[src/rtl/i2s_rx_axis.sv]
// Slave I2S receiver: oversamples bclk/lrclk/sdata in the aclk domain, assembles 16-bit L/R words
// and streams {L,R} frames through a small first-word-fall-through FIFO onto AXI-Stream.
`timescale 1ns/1ps
module i2s_rx_axis #(
  parameter int C_AXIS_DATA_WIDTH = 32,
  parameter int FIFO_DEPTH        = 8,
  parameter int FRAME_LEN         = 256,
  parameter int SYNC_STAGES       = 2
) (
  input  logic                         aclk,
  input  logic                         areset,
  input  logic                         i2s_bclk,
  input  logic                         i2s_lrclk,
  input  logic                         i2s_sdata,
  input  logic                         enable,
  input  logic                         clear_status,
  output logic [C_AXIS_DATA_WIDTH-1:0] m_axis_tdata,
  output logic                         m_axis_tvalid,
  input  logic                         m_axis_tready,
  output logic                         m_axis_tlast,
  output logic                         overflow,
  output logic                         short_slot
);

  localparam int AW  = $clog2(FIFO_DEPTH);
  localparam int FCW = (FRAME_LEN > 1) ? $clog2(FRAME_LEN) : 1;
  localparam int EW  = C_AXIS_DATA_WIDTH + 1;

  typedef enum logic {IDLE, CAPTURE} state_t;

  logic [SYNC_STAGES-1:0] bclk_sync_q, lrclk_sync_q, sdata_sync_q;
  logic sync_bclk, sync_lrclk, sync_sdata;
  logic bclk_d_q, lr_prev_q;
  logic bclk_rise, lr_chg;

  state_t state_q, state_d;
  logic [4:0]  bit_cnt_q, bit_cnt_d, cnt_step;
  logic [15:0] shreg_q, shreg_d, shreg_step;
  logic [15:0] l_word_q, l_word_d, word;
  logic        push_req, short_set;
  logic [C_AXIS_DATA_WIDTH-1:0] push_data;

  logic [EW-1:0]  mem_q [FIFO_DEPTH];
  logic [AW-1:0]  wr_ptr_q, rd_ptr_q;
  logic [AW:0]    count_q;
  logic [FCW-1:0] frame_cnt_q;
  logic           full, push_ok, pop, push_last;
  logic           overflow_q, short_slot_q;

  always_ff @(posedge aclk) begin
    if (areset) begin
      bclk_sync_q  <= '0;
      lrclk_sync_q <= '0;
      sdata_sync_q <= '0;
      bclk_d_q     <= 1'b0;
      lr_prev_q    <= 1'b0;
    end else begin
      bclk_sync_q  <= {bclk_sync_q[SYNC_STAGES-2:0], i2s_bclk};
      lrclk_sync_q <= {lrclk_sync_q[SYNC_STAGES-2:0], i2s_lrclk};
      sdata_sync_q <= {sdata_sync_q[SYNC_STAGES-2:0], i2s_sdata};
      bclk_d_q     <= sync_bclk;
      if (bclk_rise) lr_prev_q <= sync_lrclk;
    end
  end

  assign sync_bclk  = bclk_sync_q[SYNC_STAGES-1];
  assign sync_lrclk = lrclk_sync_q[SYNC_STAGES-1];
  assign sync_sdata = sdata_sync_q[SYNC_STAGES-1];
  assign bclk_rise  = sync_bclk & ~bclk_d_q;
  assign lr_chg     = bclk_rise & (sync_lrclk != lr_prev_q);

  always_ff @(posedge aclk) begin
    if (areset) begin
      state_q   <= IDLE;
      bit_cnt_q <= '0;
      shreg_q   <= '0;
      l_word_q  <= '0;
    end else begin
      state_q   <= state_d;
      bit_cnt_q <= bit_cnt_d;
      shreg_q   <= shreg_d;
      l_word_q  <= l_word_d;
    end
  end

  // The shift and the word-complete test share one bclk edge, so the LSB of a
  // 16-bit slot, which arrives on the lrclk change edge, still lands in the word.
  always_comb begin
    state_d    = state_q;
    bit_cnt_d  = bit_cnt_q;
    shreg_d    = shreg_q;
    l_word_d   = l_word_q;
    cnt_step   = bit_cnt_q;
    shreg_step = shreg_q;
    word       = '0;
    push_req   = 1'b0;
    push_data  = '0;
    short_set  = 1'b0;
    if (!enable) begin
      state_d = IDLE;
    end else begin
      case (state_q)
        IDLE: begin
          if (lr_chg && !sync_lrclk) begin
            state_d   = CAPTURE;
            bit_cnt_d = '0;
          end
        end
        CAPTURE: begin
          if (bclk_rise) begin
            if (bit_cnt_q < 5'd16) begin
              shreg_step = {shreg_q[14:0], sync_sdata};
              cnt_step   = bit_cnt_q + 5'd1;
            end
            shreg_d   = shreg_step;
            bit_cnt_d = cnt_step;
            if (lr_chg) begin
              word      = shreg_step << (5'd16 - cnt_step);
              short_set = (cnt_step < 5'd16);
              if (!lr_prev_q) begin
                l_word_d = word;
              end else begin
                push_req  = 1'b1;
                push_data = {l_word_q, word};
              end
              bit_cnt_d = '0;
            end
          end
        end
        default: state_d = IDLE;
      endcase
    end
  end

  // Full is judged on the pre-pop occupancy, so a push into a full FIFO is lost
  // even when a beat leaves in the same cycle.
  assign full      = (count_q == (AW+1)'(FIFO_DEPTH));
  assign push_ok   = push_req & ~full;
  assign pop       = m_axis_tvalid & m_axis_tready;
  assign push_last = (frame_cnt_q == FCW'(FRAME_LEN - 1));

  always_ff @(posedge aclk) begin
    if (areset) begin
      for (int i = 0; i < FIFO_DEPTH; i++) mem_q[i] <= '0;
    end else if (push_ok) begin
      mem_q[wr_ptr_q] <= {push_last, push_data};
    end
  end

  always_ff @(posedge aclk) begin
    if (areset) begin
      wr_ptr_q    <= '0;
      rd_ptr_q    <= '0;
      count_q     <= '0;
      frame_cnt_q <= '0;
    end else begin
      if (push_ok) begin
        wr_ptr_q    <= wr_ptr_q + AW'(1);
        frame_cnt_q <= push_last ? '0 : frame_cnt_q + FCW'(1);
      end
      if (pop) rd_ptr_q <= rd_ptr_q + AW'(1);
      case ({push_ok, pop})
        2'b10:   count_q <= count_q + (AW+1)'(1);
        2'b01:   count_q <= count_q - (AW+1)'(1);
        default: count_q <= count_q;
      endcase
    end
  end

  always_ff @(posedge aclk) begin
    if (areset) begin
      overflow_q   <= 1'b0;
      short_slot_q <= 1'b0;
    end else begin
      overflow_q   <= (push_req & full) | (overflow_q & ~clear_status);
      short_slot_q <= short_set | (short_slot_q & ~clear_status);
    end
  end

  assign {m_axis_tlast, m_axis_tdata} = mem_q[rd_ptr_q];
  assign m_axis_tvalid = (count_q != '0);
  assign overflow      = overflow_q;
  assign short_slot    = short_slot_q;

endmodule
[config.mk]
export PLATFORM = sky130hd
export DESIGN_NAME = i2s_rx_axis
export DESIGN_NICKNAME = d
export VERILOG_FILES = /design/src/rtl/i2s_rx_axis.sv
export SDC_FILE = /design/constraint.sdc
export NUM_CORES = 1
export LEC_CHECK = 0
export BUFFER_PORTS_ARGS = -buffer_cell sky130_fd_sc_hd__buf_2
export CELL_PAD_IN_SITES_DETAIL_PLACEMENT = 0
export CELL_PAD_IN_SITES_GLOBAL_PLACEMENT = 1
export CORE_ASPECT_RATIO = 0.8
export CORE_MARGIN = 2
export CORE_UTILIZATION = 46
export CTS_CLUSTER_DIAMETER = 60
export DETAILED_ROUTE_END_ITERATION = 10
export PLACE_DENSITY_LB_ADDON = 0.1
export SYNTH_ARGS = -nofsm -noshare
export SYNTH_HDL_FRONTEND = slang
export SYNTH_SLANG_ARGS = --single-unit
export TNS_END_PERCENT = 10
[constraint.sdc]
create_clock -name aclk -period 3.8 [get_ports aclk]
set_input_delay 0.19 -clock aclk [delete_from_list [all_inputs] [get_ports aclk]]
set_output_delay 0.19 -clock aclk [all_outputs]
set_load 0.01 [all_outputs]
==> results.sh <==
export IMPL_postLayoutCoreUtil=0.529
export IMPL_die_h_um=166
export IMPL_critPathRequiredTime_ps=4180
export IMPL_layout_commonest_cell="nor2_1"
export IMPL_fill_cells=2746
export IMPL_wl_per_cell_um=22.8
export IMPL_routed_via_density=5.63
export IMPL_port_buffers=43
export IMPL_cts_sinks=333
export IMPL_p_int_mw=6.14
export IMPL_crit_top_cell="ha_1"
export IMPL_grt_overflow=0
export IMPL_initial_core_util=0.465
export IMPL_dp_cells=1558
export IMPL_die_w_um=206
export IMPL_area_delta_synth_final_pct=13.6
export IMPL_final_cell_mix="276 x nor2_1, 264 x edfxtp_1, 77 x nand2_1"
export IMPL_worst_path_stages=8
export IMPL_cts_htree_levels=2
export IMPL_power_switching_mw=1.59
export IMPL_critPathTopFamily="multiplexers"
export IMPL_fin_crit_ps=3310
export IMPL_first_pass_iters=5
export IMPL_async_flop_share=0
export IMPL_drv_slew=0
export IMPL_cts_root_buffer="clkbuf_16"
export IMPL_synth_edf_count=264
export IMPL_grt_max_degree=67
export IMPL_tritoncts="yes"
export IMPL_setup_worst_path_end_class="flip-flop"
export IMPL_dp_slack_ps=460
export IMPL_worstMarginPinSlew_ps=982
export IMPL_slew_headroom=0.343
export IMPL_r2r_start="bit_cnt_q[0]"
export IMPL_critPathArrivalTime_ps=3690
export IMPL_setup_worst_path_end="mem_q[3][6]"
export IMPL_synth_ff_latch_count=333
export IMPL_synth_seq_area_share=0.619
export IMPL_via_count=9168
export IMPL_cts_buffers_inserted=36
export IMPL_status="finished clean"
export IMPL_power_density_nw_per_um2=453
export IMPL_worstReg2RegEnd="mem_q[3][6]"
export IMPL_finalSetupTns_ps=0
export IMPL_final_period_utilization=0.872
export IMPL_r2r_slack_ps=490
export IMPL_io_pin_count=44
export IMPL_hold_path_class="in2reg"
export IMPL_power_frac_clock=0.443
export IMPL_critPathLaunch="bit_cnt_q[0]"
export IMPL_wl_um=37100
export IMPL_placed_cell_area_sq_um=15900
export IMPL_ir_drop_v=0.000306
export IMPL_slowest_stage="mux4_2"
export IMPL_finalSetupViolations=0
export IMPL_syn_area_sq_um=15100
export IMPL_hold_viol_final=0
export IMPL_grt_first_pass_wirelength_um=57100
export IMPL_rsz0062_at_grt="no"
export IMPL_power_mw=7.74
export IMPL_hold_ws_ps=43.1
export IMPL_ant_nets=0
export IMPL_yosysWarnings=0
export IMPL_drive_gt1_frac=0.235
export IMPL_drt_initial_drc_count=776
export IMPL_num_nets_final=1192
export IMPL_path_buf_inv=0
export IMPL_rows=59
export IMPL_clock_fmax_mhz=302
export IMPL_clk_pin_slew_ps=60
export IMPL_clk_latency_ps=530
export IMPL_crit_chain="ha_1 -> mux2i_1 -> ha_1 -> xnor2_4 -> xor2_1 -> mux4_2 -> nand3b_1 -> nor2_1"
export IMPL_avgSynthCellArea_sq_um=13.4
export IMPL_hold_path_depth=2
export IMPL_grt_pass1_vias=9424
export IMPL_total_leakage_power_nw=5.45
export IMPL_place_gp_congestion=0.785
export IMPL_synth_cells=1123
export IMPL_drc=0
export IMPL_finalClockSkew_ps=16.9
export IMPL_dieArea_sq_um=34200
export IMPL_max_cap_viol_count=0
export IMPL_design_area_sq_um=17100
export IMPL_pwr_share_seq=0.528
export IMPL_synthFlopType="edfxtp_1"
export IMPL_ys_types=53
export IMPL_core_sq_um=32300
export IMPL_hpwl_um=22000
export IMPL_cp_slowest_stage_delay_ps=640
export IMPL_reg2reg_depth=8
export IMPL_cts_setup_buffers=0
export IMPL_worst_path_max_fanout=12
export IMPL_track_usage=0.223
export IMPL_final_cells=1629
export IMPL_critical_path_class="reg2reg"
export IMPL_clockBufferDepth=3
export IMPL_grt_antenna_before_repair=0
export IMPL_syn_nets=1140
export IMPL_diodes=0
export IMPL_combPwrFrac=0.028
export IMPL_critPathLaunchType="flip-flop"
export IMPL_p_sw_frac=0.206
export IMPL_setup_slack_ps=488
logic make-up (layout without fill, tap and decap cells):
| logic type | after synthesis | count (layout) | synth area share |
|---|---|---|---|
| AOI/OAI and AO/OA | 67 | 67 | 0.0266 |
| xor gates and xnor gates | 21 | 21 | 0.0157 |
| adders and majority gates | 9 | 9 | 0.00748 |
| buffers and inverters | 71 | 150 | 0.0211 |
| DFF | 333 | 333 | 0.619 |
| muxes | 158 | 158 | 0.177 |
| and+or+nand+nor | 464 | 464 | 0.134 |
Yosys cell counts (all sizes together), types with 17 or more instances:
library cell / number / area [sq um]
buf: 24 / 138
nand3: 18 / 90.1
clkbuf: 42 / 161
mux2: 62 / 698
edfxtp: 264 / 7930
mux4: 79 / 1790
nor2: 276 / 1040
dfxtp: 69 / 1380
nand2: 77 / 289
nor3: 22 / 110
mux2i: 17 / 170
a21oi: 32 / 160
what timing repair did:
item | in CTS | in global routing
gates resized for setup | 0 | 0
hold buffers | 6 | 0
hold endpoints to repair | 7 | 0
power groups by stage:
stage	combinational (mW)	sequential (mW)	clock [mW]
floorplan	0.124	4.15	0
global placement	0.218	4.16	0
detailed placement	0.218	4.17	0
CTS	0.223	4.09	3.50
global route	0.233	4.10	3.64
finish	0.218	4.09	3.43
area by class of cell:
type | instances | area [sq um] | share of cell area
flip-flops and latches | 333 | 9320 | 0.545
multi-input cells | 719 | 5450 | 0.319
clock buffers | 51 | 1050 | 0.0614
repair buffers | 80 | 621 | 0.0363
well taps | 427 | 534 | 0.0313
clock inverters | 14 | 105 | 0.00615
inverters | 5 | 18.8 | 0.00110
layer usage:
metal  vias up  routed length [um]  track usage
li1       4250                   -            -
met1      4601               17000        0.328
met2       251               17000        0.345
met3        66                2280       0.0353
met4         0                 836       0.0621
met5         -                   0            0
worst register-to-register path, stage by stage (launching register included):
cell and delay, ps:
dfxtp_1 550, ha_1 310, mux2i_1 180, ha_1 290
xnor2_4 170, xor2_1 490, mux4_2 640, nand3b_1 340
nor2_1 200
worst min path at each step:
stage	end	startpoint
finish	wr_ptr_q[0]	areset
global route	wr_ptr_q[2]	areset
CTS	wr_ptr_q[0]	areset
detailed placement	bclk_sync_q[0]	i2s_bclk
global placement	bclk_sync_q[0]	i2s_bclk
floorplan	bclk_sync_q[0]	i2s_bclk
registers in the layout, summed over array words and instances, names as in the netlist, named ones only:
| name | cells |
|---|---|
| bclk_d_q | 1 |
| bclk_sync_q | 2 |
| bit_cnt_q | 5 |
| count_q | 4 |
| frame_cnt_q | 8 |
| l_word_q | 16 |
| lr_prev_q | 1 |
| lrclk_sync_q | 2 |
| mem_q | 264 |
| overflow | 1 |
| rd_ptr_q | 3 |
| sdata_sync_q | 2 |
| short_slot | 1 |
| shreg_q | 16 |
| state_q | 1 |
| wr_ptr_q | 3 |
(Power assumes the default switching activity.)
